--- src/rtl/uw_pkg.sv ---
// uw_pkg: definitions shared by the unique-word transmit framer and the
// receive-side correlator.
//   state_t        framer states
//   UW_*_DEF       default unique word, its length and the QPSK magnitude;
//                  both link ends take these from here so they agree
//   iq_t / qpsk_map  two-bit symbol to signed I/Q mapping
package uw_pkg;

  typedef enum logic [1:0] {
    IDLE    = 2'd0,
    UW      = 2'd1,
    PAYLOAD = 2'd2,
    GAP     = 2'd3
  } state_t;

  localparam int                 UW_LEN_DEF     = 16;
  localparam logic [31:0]        UW_PATTERN_DEF = 32'hE1B4_5A3C;
  localparam logic signed [15:0] AMP_DEF        = 16'sd8192;

  typedef struct packed {
    logic signed [15:0] i;
    logic signed [15:0] q;
  } iq_t;

  // bit 1 selects the I sign, bit 0 the Q sign; a set bit means negative
  function automatic iq_t qpsk_map(input logic [1:0] bits,
                                   input logic signed [15:0] amp);
    iq_t s;
    s.i = bits[1] ? -amp : amp;
    s.q = bits[0] ? -amp : amp;
    return s;
  endfunction

endpackage

--- src/rtl/uw_symbol_rom.sv ---
// uw_symbol_rom: combinational lookup of unique-word symbol idx.
//   idx           symbol index, symbol 0 sits in the pattern MSBs
//   sym_i, sym_q  mapped QPSK constellation point
module uw_symbol_rom
  import uw_pkg::*;
#(
  parameter int                      UW_LEN     = UW_LEN_DEF,
  parameter logic [2*UW_LEN-1:0]     UW_PATTERN = UW_PATTERN_DEF,
  parameter logic signed [15:0]      AMP        = AMP_DEF,
  parameter int                      IW         = (UW_LEN > 1) ? $clog2(UW_LEN) : 1
) (
  input  logic [IW-1:0]      idx,
  output logic signed [15:0] sym_i,
  output logic signed [15:0] sym_q
);

  logic [2*UW_LEN-1:0] shifted;
  logic [1:0]          bits;
  iq_t                 sym;

  // shift the wanted symbol up into the top two bits
  always_comb begin
    shifted = UW_PATTERN << {idx, 1'b0};
    bits    = shifted[2*UW_LEN-1 -: 2];
    sym     = qpsk_map(bits, AMP);
    sym_i   = sym.i;
    sym_q   = sym.q;
  end

endmodule

--- src/rtl/uw_frame_tx.sv ---
// uw_frame_tx: unique-word frame transmitter.
// Sends UW_LEN unique-word symbols, PAYLOAD_LEN samples pulled from a
// valid/ready source, then GAP_LEN zero samples, as a strobed I/Q stream.
//   clk, rst                 clock, synchronous active-high reset
//   start                    frame request, only honoured in IDLE
//   pl_valid, pl_i, pl_q     upstream payload sample
//   pl_ready                 payload accept (state PAYLOAD)
//   out_en, out_i, out_q     registered sample strobe and data
//   sof, eof                 first UW symbol / last payload sample markers
//   busy                     frame in progress
//
// state   | meaning
// IDLE    | waiting for start, outputs hold
// UW      | emitting unique-word symbol uw_cnt
// PAYLOAD | forwarding accepted payload beats, stalls while pl_valid=0
// GAP     | emitting zero samples
module uw_frame_tx
  import uw_pkg::*;
#(
  parameter int                  UW_LEN      = UW_LEN_DEF,
  parameter logic [2*UW_LEN-1:0] UW_PATTERN  = UW_PATTERN_DEF,
  parameter logic signed [15:0]  AMP         = AMP_DEF,
  parameter int                  PAYLOAD_LEN = 256,
  parameter int                  GAP_LEN     = 4
) (
  input  logic               clk,
  input  logic               rst,
  input  logic               start,
  input  logic               pl_valid,
  input  logic signed [15:0] pl_i,
  input  logic signed [15:0] pl_q,
  output logic               pl_ready,
  output logic               out_en,
  output logic signed [15:0] out_i,
  output logic signed [15:0] out_q,
  output logic               sof,
  output logic               eof,
  output logic               busy
);

  localparam int UW_CW  = (UW_LEN > 1)      ? $clog2(UW_LEN)      : 1;
  localparam int PL_CW  = (PAYLOAD_LEN > 1) ? $clog2(PAYLOAD_LEN) : 1;
  localparam int GAP_CW = (GAP_LEN > 1)     ? $clog2(GAP_LEN)     : 1;

  localparam logic [UW_CW-1:0]  UW_LAST  = UW_CW'(UW_LEN - 1);
  localparam logic [PL_CW-1:0]  PL_LAST  = PL_CW'(PAYLOAD_LEN - 1);
  localparam logic [GAP_CW-1:0] GAP_LAST = GAP_CW'((GAP_LEN > 0) ? GAP_LEN - 1 : 0);

  state_t              state_q, state_d;
  logic [UW_CW-1:0]    uw_cnt_q, uw_cnt_d;
  logic [PL_CW-1:0]    pl_cnt_q, pl_cnt_d;
  logic [GAP_CW-1:0]   gap_cnt_q, gap_cnt_d;
  logic                en_d, sof_d, eof_d;
  logic signed [15:0]  i_d, q_d;
  logic signed [15:0]  rom_i, rom_q;

  uw_symbol_rom #(
    .UW_LEN     (UW_LEN),
    .UW_PATTERN (UW_PATTERN),
    .AMP        (AMP),
    .IW         (UW_CW)
  ) u_rom (
    .idx   (uw_cnt_q),
    .sym_i (rom_i),
    .sym_q (rom_q)
  );

  // masked during reset so an upstream source never sees a beat taken in
  // the cycle the frame is aborted
  assign pl_ready = (state_q == PAYLOAD) && !rst;
  assign busy     = (state_q != IDLE);

  always_comb begin
    state_d   = state_q;
    uw_cnt_d  = uw_cnt_q;
    pl_cnt_d  = pl_cnt_q;
    gap_cnt_d = gap_cnt_q;
    en_d      = 1'b0;
    sof_d     = 1'b0;
    eof_d     = 1'b0;
    i_d       = out_i;
    q_d       = out_q;
    case (state_q)
      IDLE: begin
        if (start) begin
          state_d  = UW;
          uw_cnt_d = '0;
        end
      end
      UW: begin
        en_d  = 1'b1;
        i_d   = rom_i;
        q_d   = rom_q;
        sof_d = (uw_cnt_q == '0);
        if (uw_cnt_q == UW_LAST) begin
          state_d  = PAYLOAD;
          uw_cnt_d = '0;
          pl_cnt_d = '0;
        end else begin
          uw_cnt_d = uw_cnt_q + 1'b1;
        end
      end
      PAYLOAD: begin
        if (pl_valid) begin
          en_d = 1'b1;
          i_d  = pl_i;
          q_d  = pl_q;
          if (pl_cnt_q == PL_LAST) begin
            eof_d     = 1'b1;
            pl_cnt_d  = '0;
            gap_cnt_d = '0;
            state_d   = (GAP_LEN == 0) ? IDLE : GAP;
          end else begin
            pl_cnt_d = pl_cnt_q + 1'b1;
          end
        end
      end
      GAP: begin
        en_d = 1'b1;
        i_d  = '0;
        q_d  = '0;
        if (gap_cnt_q == GAP_LAST) begin
          state_d   = IDLE;
          gap_cnt_d = '0;
        end else begin
          gap_cnt_d = gap_cnt_q + 1'b1;
        end
      end
      default: state_d = IDLE;
    endcase
  end

  always_ff @(posedge clk) begin
    if (rst) begin
      state_q   <= IDLE;
      uw_cnt_q  <= '0;
      pl_cnt_q  <= '0;
      gap_cnt_q <= '0;
      out_en    <= 1'b0;
      out_i     <= '0;
      out_q     <= '0;
      sof       <= 1'b0;
      eof       <= 1'b0;
    end else begin
      state_q   <= state_d;
      uw_cnt_q  <= uw_cnt_d;
      pl_cnt_q  <= pl_cnt_d;
      gap_cnt_q <= gap_cnt_d;
      out_en    <= en_d;
      out_i     <= i_d;
      out_q     <= q_d;
      sof       <= sof_d;
      eof       <= eof_d;
    end
  end

endmodule

--- config.mk ---
export PLATFORM = sky130hd
export DESIGN_NAME = uw_frame_tx
export DESIGN_NICKNAME = d
export VERILOG_FILES = /design/src/rtl/uw_pkg.sv /design/src/rtl/uw_symbol_rom.sv /design/src/rtl/uw_frame_tx.sv
export SDC_FILE = /design/constraint.sdc
export NUM_CORES = 1
export LEC_CHECK = 0
export ABC_CLOCK_PERIOD_IN_PS = 5400
export CORE_MARGIN = 2
export CORE_UTILIZATION = 52
export DETAILED_ROUTE_END_ITERATION = 8
export GPL_TIMING_DRIVEN = 0
export PLACE_DENSITY = 0.85
export SYNTH_ARGS = -nofsm -noshare
export SYNTH_HDL_FRONTEND = slang
export SYNTH_HIERARCHICAL = 1
export SYNTH_SLANG_ARGS = --single-unit
--- constraint.sdc ---
create_clock -name clk -period 5.4 [get_ports clk]
set_clock_uncertainty 0.05 [all_clocks]
set_input_delay 1.62 -clock clk [delete_from_list [all_inputs] [get_ports clk]]
set_output_delay 1.62 -clock clk [all_outputs]
set_load 0.02 [all_outputs]
==> results_dict.tcl <==
set metrics [dict create \
    outcome "finished clean" \
    synth_edf_count 0 \
    path_common_cell "clkdlybuf4s50_1" \
    routabilityCongestion 0.789 \
    reg2reg_slack_ns 3.15 \
    insertion_delay_ns 0.31 \
    syn_area_per_cell_um2 8.58 \
    start_util_pct 53.1 \
    crit_start "rst" \
    setup_tns_ns 0 \
    core_area_um2 5010 \
    min_path_type "flip-flop to flip-flop" \
    synth-xor-area-share_pct 0.658 \
    synthAdderAreaFrac_pct 4.23 \
    nFillCells 430 \
    via_per_inst 5.19 \
    slew_viol_final 0 \
    ios 73 \
    antenna_found_initial 0 \
    vias 2524 \
    cp.arrival_ns 2.92 \
    n_antenna_cell 0 \
    numCtsBuffers 5 \
    layout.nets 460 \
    hold_viol_final 0 \
    std_cell_rows 26 \
    slowest_stage "clkdlybuf4s50_1" \
    peakVddDrop_v 0.000268 \
    regArea_um2 1020 \
    grt_pass1_wl_um 10400 \
    fmax_ghz 0.218 \
    drtIter0Drc 121 \
    yosys_warnings 6 \
    antenna_left 0 \
    groute.usage.overall_pct 23.5 \
    drcViolationCount 0 \
    cap_violations 0 \
    io_buffers 72 \
    postSynthCellCount 310 \
    layout_min_cycle_time_ns 4.59 \
    ys.flop_type "dfxtp_1" \
    cp.depth 4 \
    yosysSeqAreaShare_pct 38.4 \
    cts_tree "yes" \
    clock_sinks 51 \
    post-synth-top-count-cell "dfxtp_1" \
    yosys.area.top_type "dfxtp_1" \
    ctsHoldBuffers 0 \
    synth_compound_area_share_pct 26.7 \
    timing.hold.ws_ns 0.435 \
    path_clk_slew_ns 0.09 \
    slowest_delay_ns 0.59 \
    crit_fanout 3 \
    crit_type "input pin to output pin" \
    timing.rr.end "out_i[9]" \
    grt-ovfl-total 0 \
    critPathCapture "pl_ready" \
    routed_wl_um 6540 \
    path_delay_family "buffers and inverters" \
    reg2regPathDepth 7 \
    path_cells "clkdlybuf4s50_1 > nand2b_1 > inv_1 > clkdlybuf4s50_1" \
    synth-simple-area-share_pct 15.8 \
    dp_hpwl_um 4910 \
    drive_above_1_share_pct 11.1 \
    rsz0062_at_grt "false" \
    syn_area_um2 2660 \
    ys_ff_latch 51 \
    cts_resized 0 \
    slew_headroom_pct 64.7 \
    synthMuxAreaShare_pct 0.940 \
    r2r-start "state_q[0]" \
    die_h_um 75.5 \
    dr.pass1.iters 4 \
    p_leak_nw 1.51 \
    multi_input_area_um2 1390 \
    synthTopCellsByCount "51 x dfxtp_1, 38 x nor2_1, 33 x a211oi_1" \
    ys_async_sr_fraction_pct 0 \
    synthTopCellsByArea "dfxtp_1 38%, a211oi_1 9.3%, buf_4 8.7%" \
    setup_viol 0 \
    crit_required_ns 3.73 \
    synth_cell_types 42 \
    wl_per_cell_um 13.5 \
    area_growth_pct 37.1 \
    grt_start_max_net_pins 15 \
    fin_crit_sh_pct 85.0 \
    die_w_um 75.5 \
    critPathLaunchType "input pin" \
    grt_pass1_vias 2389 \
    synth_top_area_share_pct 38.4 \
    root_buffer "clkbuf_8" \
    ctsLongestPathBuffers 2 \
    worst_slew_pin_slew_ns 0.529 \
    power_density_nw_per_um2 546 \
    path_buf_inv 3 \
    die_area_um2 5710 \
    post_cts.repair.setup_buffers 0 \
    synth_top_family_by_area "compound AO/OA/AOI/OAI gates" \
    htreeDepth 2 \
    endpoint_kind "output pin" \
]
[cell type report]
class / count / share of cell area (%)
multi-input combinational: 225 / 38.1
sequential: 51 / 28.0
timing repair buffer: 72 / 19.8
buffer: 50 / 8.47
tap: 70 / 2.40
clock buffer: 7 / 2.09
inverter: 10 / 1.03
clock inverter: 1 / 0.137
[cells by family (layout without fill, tap and decap cells)]
family	count (synthesis)	count (layout)
other	2	28
multiplexers	2	2
buffers and inverters	60	140
adder cells (fa/ha/maj)	9	9
AO/OA/AOI/OAI	101	101
flip-flops	51	51
AND/OR/NAND/NOR	83	83
XOR/XNOR	2	2
[state kept, by name, indices dropped and copies added, names as in the netlist]
signal     flops
eof            1
gap_cnt_q      2
out_en         1
out_i         16
out_q         16
pl_cnt_q       8
sof            1
state_q        2
uw_cnt_q       4
[cells in the final DEF, fill, tap and decap left out, types with 5 or more instances in the layout]
master	count
conb_1	28
clkbuf_8	5
inv_1	10
a22oi_1	29
ha_1	9
a21oi_1	17
clkbuf_1	17
clkdlybuf4s50_1	72
nand2_1	7
or3_1	5
nor2_1	38
nand2b_1	6
buf_4	31
o21ai_0	8
dfxtp_1	51
nand3_1	6
a211oi_1	33
[through the flow]
stage / std cells / util, % / area, um^2 / power, mW / setup WS, ns
after floorplan: 336 / - / 2760 / 1.34 / 1.80
after global placement: 478 / 71.2 / 3570 / 1.75 / 0.805
after detailed placement: 478 / 71.2 / 3570 / 1.78 / 0.810
after CTS: 486 / 72.8 / 3650 / 2.00 / 0.805
after global routing: 486 / 72.8 / 3650 / 2.15 / 0.785
final: 486 / 72.8 / 3650 / 1.99 / 0.809
[power breakdown]
| part | switching [mW] | internal [mW] | total (mW) |
|---|---|---|---|
| combinational | 0.675 | 0.513 | 1.19 |
| sequential | 0.0749 | 0.515 | 0.590 |
| clock | 0.124 | 0.0913 | 0.216 |
| total | 0.874 | 1.12 | 1.99 |
[tightest hold or removal path, stage by stage, from the launching register on]
cell,delay (ns)
dfxtp_1,0.33
o31ai_1,0.06
a21oi_1,0.05
[how the worst min path moves through the flow]
stage	depth (start not counted)	end	slack (ns)	from
floorplan	2	pl_cnt_q[7]	0.40	pl_cnt_q[7]
global placement	2	pl_cnt_q[7]	0.41	pl_cnt_q[7]
detailed placement	2	pl_cnt_q[7]	0.42	pl_cnt_q[7]
CTS	2	pl_cnt_q[7]	0.44	pl_cnt_q[7]
global route	2	pl_cnt_q[1]	0.46	pl_cnt_q[1]
finish	2	pl_cnt_q[7]	0.44	pl_cnt_q[7]
[layer usage]
| layer | global-route usage, % | vias up | wire length (um) |
|---|---|---|---|
| met5 | 0 | - | 0 |
| met4 | 7.02 | 0 | 75 |
| met3 | 4.76 | 8 | 293 |
| met2 | 43.3 | 55 | 3400 |
| met1 | 27.3 | 1173 | 2770 |
| li1 | - | 1288 | - |
No activity file was read; power rests on OpenSTA's default activity.
